$ cat src/rtl/mash_ddsm_param_pkg.sv
// mash_ddsm_param_pkg: shared constants and helpers for the MASH delta-sigma modulator.
package mash_ddsm_param_pkg;
    localparam int NET_W = 4;
    // Fibonacci taps 16,15,13,4 -> bits 15,14,12,3
    localparam logic [15:0] LFSR_TAPS = 16'hD008;

    function automatic logic [2:0] clamp_order(input logic [2:0] req, input int max_order);
        return (req == 3'd0) ? 3'd1 : ((int'(req) > max_order) ? 3'(max_order) : req);
    endfunction

    function automatic int sat_range(input int x, input int hi);
        return (x < 0) ? 0 : ((x > hi) ? hi : x);
    endfunction
endpackage

$ cat src/rtl/mash_ddsm_param_acc_stage.sv
// mash_ddsm_param_acc_stage: one modulo-2^W accumulator with registered carry, enable/clear and offset.
module mash_ddsm_param_acc_stage
    import mash_ddsm_param_pkg::*;
#(
    parameter int W = 24
) (
    input  logic         clk,
    input  logic         rst_n,
    input  logic         en,
    input  logic [W:0]   addend,
    input  logic [W-1:0] offset,
    output logic [W-1:0] sum,
    output logic         carry
);
    logic [W-1:0] acc;
    logic [W:0]   total;

    assign total = {1'b0, acc} + addend;
    assign sum   = total[W-1:0];

    // offset shifts the stored phase only; its wrap never reaches the carry
    always_ff @(posedge clk) begin
        if (!rst_n || !en) begin
            acc   <= '0;
            carry <= 1'b0;
        end else begin
            acc   <= sum + offset;
            carry <= total[W];
        end
    end
endmodule

$ cat src/rtl/mash_ddsm_param.sv
// mash_ddsm_param: run-time order MASH 1-1-..-1 modulator with double-buffered config,
// one-shot phase offset, LFSR dither and a saturated integer+fraction divider word.
module mash_ddsm_param
    import mash_ddsm_param_pkg::*;
#(
    parameter int FRAC_W    = 24,
    parameter int INT_W     = 8,
    parameter int ORDER_MAX = 4,
    parameter int LFSR_W    = 16
) (
    input  logic                    i_clk,
    input  logic                    i_rst_n,
    input  logic                    i_cfg_we,
    input  logic [FRAC_W-1:0]       i_frac,
    input  logic [INT_W-1:0]        i_int,
    input  logic [2:0]              i_order,
    input  logic                    i_dither_en,
    input  logic                    i_seed_load,
    input  logic [LFSR_W-1:0]       i_seed,
    input  logic                    i_phase_req,
    input  logic [FRAC_W-1:0]       i_phase,
    output logic                    o_phase_ack,
    output logic [INT_W-1:0]        o_div,
    output logic signed [NET_W-1:0] o_net,
    output logic                    o_sat
);
    localparam int AW      = FRAC_W + 1;
    localparam int DW      = INT_W + 2;
    localparam int DIV_MAX = 2 ** INT_W - 1;

    logic [FRAC_W-1:0] sh_frac, act_frac, ph_val;
    logic [INT_W-1:0]  sh_int, act_int;
    logic [2:0]        sh_order, order;
    logic              sh_dither, act_dither;
    logic [LFSR_W-1:0] lfsr;
    logic              ph_pend, ph_done;
    logic [AW-1:0]     stage_in  [ORDER_MAX];
    logic [FRAC_W-1:0] stage_sum [ORDER_MAX];
    logic [ORDER_MAX-1:0] carry;
    logic signed [NET_W-1:0] net_in [ORDER_MAX];
    logic signed [DW-1:0] div_sum;

    // stage gating follows the order that becomes active at this edge
    assign order       = clamp_order(sh_order, ORDER_MAX);
    assign stage_in[0] = {1'b0, act_frac} + AW'(act_dither & lfsr[0]);

    for (genvar k = 0; k < ORDER_MAX; k++) begin : g_stage
        if (k > 0) begin : g_chain
            assign stage_in[k] = {1'b0, stage_sum[k-1]};
        end
        mash_ddsm_param_acc_stage #(.W(FRAC_W)) u_stage (
            .clk    (i_clk),
            .rst_n  (i_rst_n),
            .en     (3'(k) < order),
            .addend (stage_in[k]),
            .offset ((k == 0 && ph_pend) ? ph_val : '0),
            .sum    (stage_sum[k]),
            .carry  (carry[k])
        );
    end

    // nested differentiators: level m folds in carry ORDER_MAX-1-m delayed m-1 cycles
    assign net_in[0] = NET_W'(carry[ORDER_MAX-1]);

    for (genvar m = 1; m < ORDER_MAX; m++) begin : g_net
        logic cdv;
        logic signed [NET_W-1:0] q, p;
        if (m == 1) begin : g_nodly
            assign cdv = carry[ORDER_MAX-2];
        end else begin : g_dly
            localparam int D = m - 1;
            logic [D-1:0] dly;
            always_ff @(posedge i_clk) begin
                if (!i_rst_n) dly <= '0;
                else dly <= D'({dly, carry[ORDER_MAX-1-m]});
            end
            assign cdv = dly[D-1];
        end
        always_ff @(posedge i_clk) begin
            if (!i_rst_n) begin
                q <= '0;
                p <= '0;
            end else begin
                q <= NET_W'(cdv) + net_in[m-1] - p;
                p <= net_in[m-1];
            end
        end
        assign net_in[m] = q;
    end

    assign div_sum = $signed({2'b00, act_int}) + DW'(o_net);

    always_ff @(posedge i_clk) begin
        if (!i_rst_n) begin
            sh_frac     <= '0;
            sh_int      <= '0;
            sh_order    <= '0;
            sh_dither   <= 1'b0;
            act_frac    <= '0;
            act_int     <= '0;
            act_dither  <= 1'b0;
            lfsr        <= LFSR_W'(1);
            ph_pend     <= 1'b0;
            ph_done     <= 1'b0;
            ph_val      <= '0;
            o_phase_ack <= 1'b0;
            o_net       <= '0;
            o_div       <= '0;
            o_sat       <= 1'b0;
        end else begin
            if (i_cfg_we) begin
                sh_frac   <= i_frac;
                sh_int    <= i_int;
                sh_order  <= i_order;
                sh_dither <= i_dither_en;
            end
            act_frac    <= sh_frac;
            act_int     <= sh_int;
            act_dither  <= sh_dither;
            lfsr        <= i_seed_load ? ((i_seed == '0) ? LFSR_W'(1) : i_seed)
                                       : {lfsr[LFSR_W-2:0], ^(lfsr & LFSR_W'(LFSR_TAPS))};
            ph_pend     <= i_phase_req && !ph_pend && !ph_done;
            ph_val      <= (i_phase_req && !ph_pend && !ph_done) ? i_phase : ph_val;
            ph_done     <= ph_pend;
            o_phase_ack <= ph_done;
            o_net       <= net_in[ORDER_MAX-1];
            o_div       <= INT_W'(sat_range(int'(div_sum), DIV_MAX));
            o_sat       <= (div_sum < 0) || (int'(div_sum) > DIV_MAX);
        end
    end
endmodule
$ cat config.mk
export PLATFORM = sky130hd
export DESIGN_NAME = mash_ddsm_param
export DESIGN_NICKNAME = d
export VERILOG_FILES = /design/src/rtl/mash_ddsm_param_pkg.sv /design/src/rtl/mash_ddsm_param_acc_stage.sv /design/src/rtl/mash_ddsm_param.sv
export SDC_FILE = /design/constraint.sdc
export NUM_CORES = 1
export LEC_CHECK = 0
export ABC_AREA = 1
export BUFFER_PORTS_ARGS = -buffer_cell sky130_fd_sc_hd__buf_2
export CELL_PAD_IN_SITES_DETAIL_PLACEMENT = 1
export CELL_PAD_IN_SITES_GLOBAL_PLACEMENT = 1
export CORE_MARGIN = 2
export CORE_UTILIZATION = 45
export DETAILED_ROUTE_END_ITERATION = 10
export GPL_ROUTABILITY_DRIVEN = 0
export PLACE_DENSITY_LB_ADDON = 0.25
export SYNTH_ARGS = -nofsm -noshare
export SYNTH_HDL_FRONTEND = slang
export SYNTH_SLANG_ARGS = --single-unit
$ cat constraint.sdc
create_clock -name i_clk -period 6 [get_ports i_clk]
set_input_delay 0.6 -clock i_clk [delete_from_list [all_inputs] [get_ports i_clk]]
set_output_delay 0.6 -clock i_clk [all_outputs]
set_load 0.1 [all_outputs]
==> metrics.yaml <==
failed_checks: "negative setup slack"
synth_ff_type: "sky130_fd_sc_hd__dfxtp_1"
synth-async-reset-ratio: 0
worst-setup-path-type: "reg2reg"
die_w_um: 186.6
worst_setup_path_end_kind: "flip-flop"
global_route.usage.total: 0.3069
grt_overflow_total: 0
finish.utilization: 0.6135
num_vias: 17880
mostFrequentLayoutCells: "sky130_fd_sc_hd__nand2_1 (341), sky130_fd_sc_hd__inv_1 (315), sky130_fd_sc_hd__nor2_1 (247)"
design.portCount: 95
most_common_cell_after_layout_fill_and_taps_aside: "sky130_fd_sc_hd__nand2_1"
count_of_cells_along_the_worst_register_to_register_path: 32
setup_tns_after_final_layout_ns: -14.84
max-slew-margin-rel: 0.2353
place_hpwl_um: 40630
worstHoldPathType: "in2reg"
power.density_cell_area_nw_per_um2: 323.0
regToRegSetupSlack_ns: -1.33
data_required_time_at_the_worst_endpoint_ns: 6.47
synth_fp_nets: 2388
start_util: 0.4591
crit_end: "g_stage[3].u_stage.acc[15]"
synthesis.yosys.warnings: 0
finalHoldViolCount: 0
cp_max_fo: 5
synth_seq_cells: 247
worst_slew_pin_slew_ns: 1.140
max-cap-violations: 0
grt_antenna_before_repair: 1
grt_start_max_net_pins: 84
cts.root.buffer_cell: "sky130_fd_sc_hd__clkbuf_16"
fill_cells: 4102
drive_gt1_frac: 0.2590
cellLeakagePower_nw: 10.07
total_area_of_multi_input_combinational_cells_um2: 10350
highest-signal-layer: "met4"
clk_transition_reported_paths_ns: 0.07
synth-edff-count: 0
outcome: "finished with violations"
cts_htree_levels: 1
period_needed_ns: 7.334
unrepaired_setup_endpoints_after_global_routing: "yes"
dr_wl_met3_um: 6996
avgSynthCellArea_um2: 6.969
synth_cells: 2154
route.antenna.remaining_nets: 0
finalClockSkew_ns: 0.01942
crit_path_slowest_cell: "sky130_fd_sc_hd__a21oi_1"
timing.final.max_slew_violations: 0
tritoncts: "done"
grt_pass1_vias: 16460
wire_length_on_met1_um: 28330
row_count: 66
placement.io_buffers: 94
cts_made_buffers: 28
synthToLayoutAreaGrowth_pct: 33.64
syn_area_um2: 15010
floorplan.die.height_um: 186.6
drt_first_pass_iters: 6
finalWirelength_um: 75980
routed-wl-met2_um: 34690
ff_latch_area_um2: 4946
ys_seq_area_frac: 0.3294
worst_r2r_startpoint: "act_frac[4]"
period_share: 1.222
clk_latency_ns: 0.57
grt_first_pass_wirelength_um: 86910
ctsLongestPathBuffers: 3
cp-startpoint: "act_frac[4]"
drt_first_iter_violations: 1913
max_clock_freq_ghz: 0.1363
fin_hold_ws_ns: 0.2709
setup_violations: 21
regToRegEndpoint: "g_stage[3].u_stage.acc[15]"
cp.arrival_ns: 7.81
core_area_um2: 32700
cts.sinks: 247
post-route-worst-setup-slack_ns: -1.334
synth_cell_types: 46
vias_per_cell: 6.176
routedWlPerCell_um: 26.24
power.ir.vdd_worst_mv: 0.2370
die-area_um2: 34840
start_kind: "flip-flop"
drc: 0
fin_nets: 2665
critical_path.max_stage_delay_ns: 0.81
Yosys cell counts (19+ instances only):
cell type,instances,area share
sky130_fd_sc_hd__inv_1,325,0.081
sky130_fd_sc_hd__o21ai_0,165,0.055
sky130_fd_sc_hd__clkbuf_1,34,0.0085
sky130_fd_sc_hd__a21oi_1,214,0.071
sky130_fd_sc_hd__dfxtp_1,247,0.33
sky130_fd_sc_hd__nand2_1,383,0.096
sky130_fd_sc_hd__xor2_1,46,0.027
sky130_fd_sc_hd__xnor2_1,23,0.013
sky130_fd_sc_hd__nand4_1,31,0.013
sky130_fd_sc_hd__ha_1,144,0.12
sky130_fd_sc_hd__nor2_1,289,0.072
sky130_fd_sc_hd__nor3_1,19,0.0063
sky130_fd_sc_hd__nand3_1,78,0.026
layer usage:
| metal | up-vias | track usage |
|---|---|---|
| met1 | 8602 | 0.4096 |
| met2 | 1230 | 0.5127 |
| li1 | 7547 | - |
| met4 | 0 | 0.09219 |
| met3 | 501 | 0.04570 |
| met5 | - | 0 |
worst max-delay path, delay by kind of cell, from the launching register on:
kind / cells / cell delay [ns]
adders and majority gates: 4 / 1.59
buffers and inverters: 6 / 0.73
DFF: 1 / 0.33
xor gates and xnor gates: 3 / 0.71
AOI/OAI and AO/OA: 8 / 2.25
and+or+nand+nor: 11 / 1.63
kinds of logic (layout without fill, tap and decap cells):
kind of cell               Yosys count  after routing  share of synthesized area
buffers and inverters              369            667                    0.09260
xor gates and xnor gates            70             70                    0.04134
AOI/OAI and AO/OA                  469            469                     0.1713
DFF                                247            247                     0.3294
other                                0              1                          0
adders and majority gates          153            153                     0.1320
and+or+nand+nor                    846            846                     0.2334
stage by stage:
step | cell area (µm²) | setup WS, ns | instances | power [mW]
after floorplan | 15010 | 0.5408 | 2154 | 2.885
after global placement | 16930 | -0.2481 | 2790 | 3.493
after detailed placement | 16930 | -0.4534 | 2790 | 3.565
after CTS | 18460 | -0.03098 | 2857 | 5.656
after global routing | 20060 | -1.358 | 2895 | 6.625
final | 20060 | -1.334 | 2895 | 6.481
sequential cells by signal, summed over array words and instances, names as in the netlist:
signal                 count
g_net.g_dly.dly            2
ph_done                    1
g_net.p                    8
g_net.q                   11
act_dither                 1
g_stage.u_stage.acc       96
ph_pend                    1
g_net.cdv                  1
ph_val                    24
sh_int                     8
act_frac                  24
o_sat                      1
act_int                    8
o_div                      8
sh_frac                   24
o_phase_ack                1
o_net                      4
sh_dither                  1
lfsr                      16
sh_order                   3
g_stage.u_stage.carry      4
layout make-up:
type | count | area share
Antenna cell | 1 | 0.0001247
Clock buffer | 37 | 0.04016
Clock inverter | 14 | 0.01129
Inverter | 329 | 0.06156
Multi-Input combinational cell | 1538 | 0.5160
Sequential cell | 247 | 0.2465
Tap cell | 442 | 0.02757
Timing Repair Buffer | 287 | 0.09673
where the power goes:
part           leakage (nW)  total (mW)  switching (mW)  internal, mW
Combinational          7.54        2.62            1.63         0.996
Sequential             2.02        1.84          0.0801          1.76
Clock                 0.509        2.02           0.817          1.20
worst min-delay path by stage:
| stage | from | endpoint | cells after the start |
|---|---|---|---|
| floorplan | g_stage[1].u_stage.carry | g_net[2].cdv | 2 |
| global placement | g_net[3].g_dly.dly[0] | g_net[3].g_dly.dly[1] | 2 |
| detailed placement | g_stage[1].u_stage.carry | g_net[2].cdv | 2 |
| CTS | i_frac[12] | sh_frac[12] | 3 |
| global route | i_frac[4] | sh_frac[4] | 3 |
| finish | i_int[2] | sh_int[2] | 3 |
what timing repair did:
action,in CTS,in global routing
buffers inserted,16,37
hold buffers,0,0
gates resized for setup,89,287
endpoints found under the setup margin,12,16
pin swaps,22,90
Note: power is estimated with default switching activity, not from simulation.
